$ cat src/rtl/parity_page_collector_pkg.sv
// Shared defaults and state encoding for the parity page collector slice.
package parity_page_collector_pkg;

    localparam int DEF_WIDTH = 25;   // bits per page word (5x5 slice)
    localparam int DEF_PAGES = 64;   // pages per frame
    localparam int DEF_IDX_W = 6;    // clog2(DEF_PAGES)

    localparam logic [1:0] ST_IDLE    = 2'd0;
    localparam logic [1:0] ST_COLLECT = 2'd1;
    localparam logic [1:0] ST_FULL    = 2'd2;

endpackage

$ cat src/rtl/parity_page_collector_buffer.sv
// Page store: one synchronous write port, one registered read-first read port.
module page_buffer_1r1w #(
    parameter int WIDTH  = 25,
    parameter int DEPTH  = 64,
    parameter int ADDR_W = 6
) (
    input  logic              clk,
    input  logic              srst,
    input  logic              wr_en,
    input  logic [ADDR_W-1:0] wr_addr,
    input  logic [WIDTH-1:0]  wr_data,
    input  logic [ADDR_W-1:0] rd_addr,
    output logic [WIDTH-1:0]  rd_data
);

    logic [WIDTH-1:0] mem [DEPTH];

    // Write port; contents deliberately survive reset.
    always_ff @(posedge clk) begin
        if (wr_en) begin
            mem[wr_addr] <= wr_data;
        end
    end

    // Registered read; a same-cycle write to rd_addr is not visible (old word returned).
    always_ff @(posedge clk) begin
        if (srst) begin
            rd_data <= '0;
        end else begin
            rd_data <= mem[rd_addr];
        end
    end

endmodule

$ cat src/rtl/parity_page_collector.sv
// Collects one ColParity result word per Done edge into a page buffer,
// tracks page count and a running XOR checksum, and flags captures while unarmed.
module parity_page_collector
    import parity_page_collector_pkg::*;
#(
    parameter int WIDTH = DEF_WIDTH,
    parameter int PAGES = DEF_PAGES,
    parameter int IDX_W = DEF_IDX_W
) (
    input  logic             clk,
    input  logic             reset,
    input  logic             start,
    input  logic [WIDTH-1:0] in_data,
    input  logic             in_done,
    input  logic [IDX_W-1:0] rd_index,
    output logic [WIDTH-1:0] rd_data,
    output logic [IDX_W:0]   page_count,
    output logic [WIDTH-1:0] checksum,
    output logic             full,
    output logic             busy,
    output logic             overrun
);

    localparam logic [IDX_W:0] LAST_PAGE = (IDX_W+1)'(PAGES - 1);
    localparam logic [IDX_W:0] MAX_COUNT = (IDX_W+1)'(PAGES);

    logic             start_prev_reg;
    logic             done_prev_reg;
    logic             start_edge;
    logic             done_edge;
    logic [1:0]       state_reg, state_next;
    logic [IDX_W:0]   count_reg, count_next;
    logic [WIDTH-1:0] checksum_reg, checksum_next;
    logic             overrun_reg, overrun_next;
    logic             wr_en;

    assign start_edge = start & ~start_prev_reg;
    assign done_edge  = in_done & ~done_prev_reg;

    // Previous-cycle copies of the level inputs for rising-edge detection.
    always_ff @(posedge clk) begin
        if (reset) begin
            start_prev_reg <= 1'b0;
            done_prev_reg  <= 1'b0;
        end else begin
            start_prev_reg <= start;
            done_prev_reg  <= in_done;
        end
    end

    // Next-state logic: a start edge always wins over a coincident done edge.
    always_comb begin
        state_next    = state_reg;
        count_next    = count_reg;
        checksum_next = checksum_reg;
        overrun_next  = overrun_reg;
        wr_en         = 1'b0;
        if (start_edge) begin
            state_next    = ST_COLLECT;
            count_next    = '0;
            checksum_next = '0;
            overrun_next  = 1'b0;
        end else if (done_edge) begin
            if (state_reg == ST_COLLECT && count_reg < MAX_COUNT) begin
                wr_en         = 1'b1;
                checksum_next = checksum_reg ^ in_data;
                count_next    = count_reg + 1'b1;
                if (count_reg == LAST_PAGE) begin
                    state_next = ST_FULL;
                end
            end else begin
                overrun_next = 1'b1;
            end
        end
    end

    // FSM, counter, checksum and sticky overrun registers.
    always_ff @(posedge clk) begin
        if (reset) begin
            state_reg    <= ST_IDLE;
            count_reg    <= '0;
            checksum_reg <= '0;
            overrun_reg  <= 1'b0;
        end else begin
            state_reg    <= state_next;
            count_reg    <= count_next;
            checksum_reg <= checksum_next;
            overrun_reg  <= overrun_next;
        end
    end

    page_buffer_1r1w #(
        .WIDTH  (WIDTH),
        .DEPTH  (PAGES),
        .ADDR_W (IDX_W)
    ) u_buffer (
        .clk     (clk),
        .srst    (reset),
        .wr_en   (wr_en),
        .wr_addr (count_reg[IDX_W-1:0]),
        .wr_data (in_data),
        .rd_addr (rd_index),
        .rd_data (rd_data)
    );

    assign page_count = count_reg;
    assign checksum   = checksum_reg;
    assign overrun    = overrun_reg;
    assign full       = (state_reg == ST_FULL);
    assign busy       = (state_reg == ST_COLLECT);

endmodule

$ cat config.mk
export PLATFORM = sky130hd
export DESIGN_NAME = parity_page_collector
export DESIGN_NICKNAME = d
export VERILOG_FILES = /design/src/rtl/parity_page_collector_pkg.sv /design/src/rtl/parity_page_collector_buffer.sv /design/src/rtl/parity_page_collector.sv
export SDC_FILE = /design/constraint.sdc
export NUM_CORES = 1
export LEC_CHECK = 0
export CAP_MARGIN = 40
export CORE_UTILIZATION = 40
export CTS_CLUSTER_SIZE = 28
export DETAILED_ROUTE_END_ITERATION = 10
export GPL_ROUTABILITY_DRIVEN = 0
export HOLD_SLACK_MARGIN = 0.06
export PLACE_DENSITY = 0.57
export SLEW_MARGIN = 20
export SYNTH_ARGS = -nofsm -noshare
export SYNTH_HDL_FRONTEND = slang
export SYNTH_SLANG_ARGS = --single-unit
export TNS_END_PERCENT = 30
$ cat constraint.sdc
create_clock -name clk -period 5.17 [get_ports clk]
set_input_delay 1.551 -clock clk [delete_from_list [all_inputs] [get_ports clk]]
set_output_delay 1.551 -clock clk [all_outputs]
set_load 0.005 [all_outputs]
## Word-level counts from Yosys, hierarchy flattened

Memory sizes are Yosys's and may differ from the RTL's. A register that Yosys moved wholly into a read port is not among the register bits.
Index checks and enable logic that the tools add are counted.
W data, S select, Z words.

- Multiplexer cells: 9
- Equal/unequal tests: 3
- Shift operators: 0
- Divide/modulo/power cells: 0
- Bitwise gates (word level): 6
- Multipliers: 0
- Add/sub/neg operators: 1
- $lt $le $gt $ge: 1
- Reduce and logical (&&, ||, !) cells: 9

Operator list:

| operator | number |
|---|---|
| $xor A25 B25 Y25 | 1 |
| $mux W1 | 9 |
| $add A7 B1 Y7 const B | 1 |
| $eq A7 B6 Y1 const B | 1 |
| $lt A7 B7 Y1 const B | 1 |
| $reduce_and A3 Y1 | 2 |
| $reduce_bool A2 Y1 | 3 |
| $reduce_and A2 Y1 | 2 |
| $not A1 Y1 | 3 |
| $and A1 B1 Y1 | 2 |
| $eq A2 B1 Y1 const B | 1 |
| $eq A2 B2 Y1 const B | 1 |
| $reduce_or A2 Y1 | 1 |
| $logic_and A1 B1 Y1 | 1 |

- Output and inout bits: 60
- Word-level logic and storage cells: 37
- Memories kept: 1
- Memory bits (read-only): 0
- RAM bits: 1600
- Bits in latches: 0
- Bits of input ports: 35
- Flip-flop bits (word level): 37

Memory list:

| name | depth | width | rd ports | clocked after Yosys merged registers in | write ports | RTL line | text |
|---|---|---|---|---|---|---|---|
| u_buffer.mem | 64 | 25 | 1 | 1 | 1 | parity_page_collector_buffer.sv:16 | `logic [WIDTH-1:0] mem [DEPTH];` |

## Logic depth before layout (Yosys ltp)

Gate-level depths: netlist (run 1).

- Depth in word-level cells: 7
- Mapped depth: 10
- Depth with buffers taken out: 5

## Cells and area by module

A second synthesis (run 1) with hierarchy kept.

- Cells, all modules: 2857
- Area, all modules: 63418.3 µm²

Modules (own cells, without submodules):

| module | cells an instance | area an instance (µm²) | times used | sequential area each (µm²) |
|---|---|---|---|---|
| page_buffer_1r1w | 2657 | 61706.7 | 1 | 48546.6 |
| parity_page_collector | 200 | 1711.6 | 1 | 740.7 |

## Worst setup path after synthesis (run 1)

Ideal clock, no wire load.

- Path type: input -> register
- From: in in_done
- To: mem u_buffer.mem[62][0] (enable)
- Slack: 1.365 ns
- Data arrival time: 3.398 ns
- Cell stages on the path: 4
- Buffers on the path: 0
- Required time: 4.763 ns
- Library setup time: 0.407 ns
- Path through: nor3b_2 > and3b_1 > nand3_1 > nor2_1

- Longest elaborated chain between the ends: 5

RTL lines:

| what | RTL line | text |
|---|---|---|
| start, declared | parity_page_collector.sv:14 | `input logic in_done,` |
| $and A1 B1 Y1 | parity_page_collector.sv:38 | `assign done_edge = in_done & ~done_prev_reg;` |
| $mux W1 | parity_page_collector.sv:63 | `end else if (done_edge) begin` |
| $mux W1 | parity_page_collector.sv:58 | `if (start_edge) begin` |
| $mux W1 | parity_page_collector_buffer.sv:20 | `if (wr_en) begin` |
| $mux W1 (implied by the code) | parity_page_collector_buffer.sv:21 | `mem[wr_addr] <= wr_data;` |
| end, declared | parity_page_collector_buffer.sv:16 |  |

Every way passes these cells.

==> results_dict.tcl, run 1 <==
set metrics [dict create \
    total_power_mw 28.0 \
    die_area_um2 160000 \
    io_pins 95 \
    outcome "complete, no violations" \
    synth-main-ff-cell "edfxtp_1" \
    timing.fmax_mhz 253 \
    nets 3186 \
    globalRouteOverflowTotal 0 \
    critPathKind "in2reg" \
    final_area_um2 73200 \
    numCtsBuffers 170 \
    grt_pass1_wl_mm 240 \
    synth_area_um2 63200 \
    cts.sinks 1662 \
    grt_start_max_net_pins 63 \
    postCtsSetupBuffers 0 \
    cp_data_required_time_ps 5880 \
    tns_ps 0 \
    io_buffers 94 \
    root_buffer "clkbuf_16" \
    rsz0062_at_grt "false" \
    finClkSkew_ps 32.5 \
    ant_nets 0 \
    first_iter_violations 3851 \
    synth_edf_count 1600 \
    arrival_ps 4660 \
    synth_cells 2840 \
    largest_reg_flops 1600 \
    via_per_inst 5.78 \
    synth_warnings 0 \
    irDropWorstVdd_v 0.000262 \
    end_kind "register" \
    cts_buffer_depth 3 \
    rows 145 \
    layout.cells.most_common "edfxtp_1" \
    layout_worst_path_cycle_share_pct 76.4 \
    die_h_um 400 \
    dpl_cell_area_um2 67600 \
    antenna_found_initial 15 \
    htreeDepth 4 \
    cts_tree "done" \
    whs_ps 519 \
    synth_fp_nets 2876 \
    syn2layout_area_growth_pct 15.7 \
    synth_seq_cells 1662 \
    dr.pass1.iters 6 \
    wl_per_cell_um 32.1 \
    relSlewSlack_pct 39.0 \
    clkTransAtPathRegs_ps 60 \
    grt_usage_pct 21.6 \
    cap_violations 0 \
    cp_max_fo 55 \
    antenna_cells 0 \
    die_w_um 400 \
    dpl.hpwl_mm 108 \
    drive_gt1_share_pct 28.7 \
    synth.distinct_cells 54 \
    cp-start-kind "primary input" \
    grt_pass1_vias 31100 \
    most-common-layout-cells "edfxtp_1 (1600), mux4_2 (368), clkbuf_16 (172), buf_4 (168), mux2i_1 (78)" \
    fin_crit_ps 3950 \
    core_um2 157000 \
    final_cells 5351 \
    placedCellCount 5027 \
    vias 30900 \
    worstMarginPinSlew_ps 913 \
    cellPowerDensity_nw_per_um2 383 \
    syn_avg_cell_area_um2 22.3 \
    hold_buffers 0 \
    wl_mm 172 \
    cts_resized 0 \
    drcViolationCount 0 \
    slew_viol_final 0 \
    initial_core_util_pct 40.4 \
    hold_path.class "reg2reg" \
    async_flop_share_pct 0 \
    leakage_nw 23.0 \
    clkLatencyLatePin_ps 800 \
    hold_viol 0 \
    setup_viol 0 \
    ys_seq_area_share_pct 77.9 \
]
## per-stage QoR
stage | util [%] | setup slack (ps)
final | 46.7 | 1220
after global routing | 46.7 | 1300
after CTS | 46.6 | 1240
after detailed placement | 43.2 | 646
after global placement | 43.1 | 656
after floorplan | - | 1360
## metal layers
layer  up-vias  GRT usage [%]  share of wire (%)
li1      12600              -                  -
met1     16800           30.1                 41
met2      1338           34.7                 49
met3       219           4.54                8.1
met4         4           5.66                2.2
met5         -              0              0.018
## final timing paths
kind                      from                   end  slack (ps)  cells after the start
setup / recovery   rd_index[2]  u_buffer.rd_data[18]        1220                      6
hold / removal    checksum[22]          checksum[22]         520                      2
setup reg to reg  state_reg[0]   u_buffer.mem[51][2]        1950                      6
hold reg to reg   checksum[22]          checksum[22]         520                      2
## power breakdown
part	switching [mW]	internal (mW)
logic	0.889	0.522
registers	0.0354	14.8
clock network	5.18	6.62
total	6.11	21.9
## critical path, stage by stage
cell	delay, ps
buf_8	450
or3_1	790
o22ai_1	230
a211oi_1	780
o211ai_1	530
o21ai_0	200
## synthesized netlist by cell type, drive strengths merged, types with 25 or more instances
cell type  number  area [um2]
mux4          385        8730
buf           110         756
clkbuf         48         180
o21ai          25         125
xor2           29         254
dfxtp          62        1240
nor2          113         424
o22ai          65         407
a21oi          29         145
nor2b          30         188
mux2           38         428
edfxtp       1600       48000
nand2          52         195
a211oi         39         293
mux2i          78         781
## kinds of logic (layout without fill, tap and decap cells)
group / after synthesis / in the layout / synth area share (%)
multiplexers: 501 / 501 / 15.7
XOR/XNOR: 30 / 30 / 0.416
adder cells (fa/ha/maj): 1 / 1 / 0.0198
buffers and inverters: 159 / 612 / 1.49
AO/OA/AOI/OAI: 243 / 243 / 2.63
AND/OR/NAND/NOR: 244 / 244 / 1.78
flip-flops: 1662 / 1662 / 77.9
## final cells by class
| type | count | area (um2) |
|---|---|---|
| fillers | 12800 | 83400 |
| flip-flops and latches | 1662 | 49300 |
| multi-input cells | 1019 | 13200 |
| clock buffers | 226 | 4530 |
| repair buffers | 296 | 2740 |
| well taps | 2058 | 2570 |
| clock inverters | 89 | 833 |
| inverters | 1 | 3.75 |
Note: power is estimated with default switching activity, not from simulation.
==> run 2, diff against run 1 <==
==> constraint.sdc (replaced) <==
create_clock -name clk -period 4.06 [get_ports clk]
set_input_delay 1.218 -clock clk [delete_from_list [all_inputs] [get_ports clk]]
set_output_delay 1.218 -clock clk [all_outputs]
set_load 0.005 [all_outputs]
==> run 2 against run 1 <==
Effect of this change:
- routed wire length up 1.9%
- clock-buffer cell count down 31
- register-to-register slack worse by 1000 ps
- largest power group unchanged
==> results_dict.tcl, run 2 (synthesized netlist as in run 1, its figures left out) <==
set metrics [dict create \
    relSlewSlack_pct 41.5 \
    hold_viol 0 \
    core_um2 157000 \
    rows 145 \
    numCtsBuffers 168 \
    finClkSkew_ps 26.4 \
    drcViolationCount 0 \
    cts_tree "done" \
    final_cells 5431 \
    layout_worst_path_cycle_share_pct 85.1 \
    root_buffer "clkbuf_16" \
    io_pins 95 \
    cellPowerDensity_nw_per_um2 485 \
    final_util_pct 47.6 \
    ant_nets 0 \
    setup_viol 0 \
    most-common-layout-cells "edfxtp_1 (1600), mux4_2 (368), buf_4 (197), clkbuf_16 (168), buf_12 (81)" \
    cap_violations 0 \
    largest_reg_flops 1600 \
    io_buffers 94 \
    wl_per_cell_um 32.2 \
    dr.pass1.iters 5 \
    cp_max_fo 10 \
    cp_data_required_time_ps 2840 \
    outcome "complete, no violations" \
    wl_mm 175 \
    crit_chain "clkdlybuf4s50_1" \
    clkTransAtPathRegs_ps 60 \
    critPathKind "reg2out" \
    hold_buffers 0 \
    drive_gt1_share_pct 30.8 \
    die_area_um2 160000 \
    cts.sinks 1662 \
    grt_start_max_net_pins 61 \
    end_kind "output pin" \
    fill_cells 12700 \
    grt_pass1_vias 31600 \
    cp-start-kind "register" \
    fin_crit_ps 3460 \
    cts_resized 0 \
    cp_num_buf_inv 1 \
    critical-path-top-delay-family "flip-flops" \
    slew_viol_final 0 \
    syn2layout_area_growth_pct 17.8 \
    placedCellCount 5114 \
    vias 31200 \
    total_power_mw 36.1 \
    first_iter_violations 3312 \
    timing.fmax_mhz 289 \
    leakage_nw 23.6 \
    worstMarginPinSlew_ps 874 \
    die_w_um 400 \
    htreeDepth 4 \
    dpl.hpwl_mm 113 \
    globalRouteOverflowTotal 0 \
    whs_ps 476 \
    irDropWorstVdd_v 0.000330 \
    postCtsSetupBuffers 0 \
    grt_usage_pct 22.0 \
    slowest_stage "dfxtp_1" \
    antenna_found_initial 11 \
    cts_buffer_depth 3 \
    arrival_ps 2240 \
    grt_pass1_wl_mm 244 \
    rsz0062_at_grt "false" \
    via_per_inst 5.74 \
    hold_path.class "reg2reg" \
    cpPeakStageDelay_ps 790 \
    initial_core_util_pct 40.4 \
    die_h_um 400 \
    clkLatencyLatePin_ps 800 \
    nets 3266 \
    layout.cells.most_common "edfxtp_1" \
]
[run 2: changes by cell type in the layout (fill, tap and decap cells not counted), sizes merged, moves of 3 or more]
cell    before  now
buf        231  314
clkbuf     227  195
bufinv       8   19
diode        0    8
inv          7   12
clkinv      73   76
[run 2: layer usage]
layer,track usage (%),vias up,wire length [um],share of wire [%]
met2,35.4,1268,84500,48
met4,6.41,2,4520,2.6
li1,-,12800,-,-
met3,4.11,236,13300,7.6
met5,0,-,13,0.0074
met1,30.7,16900,72500,41
[run 2: area by class of cell]
cell class,instances,area (um2),area share (%)
Sequential cell,1662,49300,66.2
Tap cell,2058,2570,3.46
Inverter,1,3.75,0.00504
Clock inverter,110,1150,1.54
Timing Repair Buffer,378,3970,5.33
Antenna cell,8,20.0,0.0269
Clock buffer,195,4310,5.78
Multi-Input combinational cell,1019,13200,17.7
[run 2: stage by stage]
stage | cell area (um2) | setup TNS, ps | setup WS, ps
6_report | 74500 | 0 | 605
5_1_grt | 74500 | 0 | 576
4_1_cts | 74400 | 0 | 573
3_5_place_dp | 68900 | 0 | 165
3_3_place_gp | 68800 | -183 | -183
2_1_floorplan | 63200 | 0 | 588
[run 2: report_power, final]
group	internal [mW]	switching (mW)	total [mW]
clock network	8.85	6.55	15.4
logic	0.721	1.14	1.86
registers	18.8	0.0559	18.9
total	28.4	7.75	36.1
[run 2: worst paths after layout]
check,from,to,slack (ps),cells past startpoint
setup / recovery,page_count[5],page_count[5],600,1
hold / removal,overrun,overrun,480,2
setup reg to reg,state_reg[0],u_buffer.mem[37][11],950,6
hold reg to reg,overrun,overrun,480,2
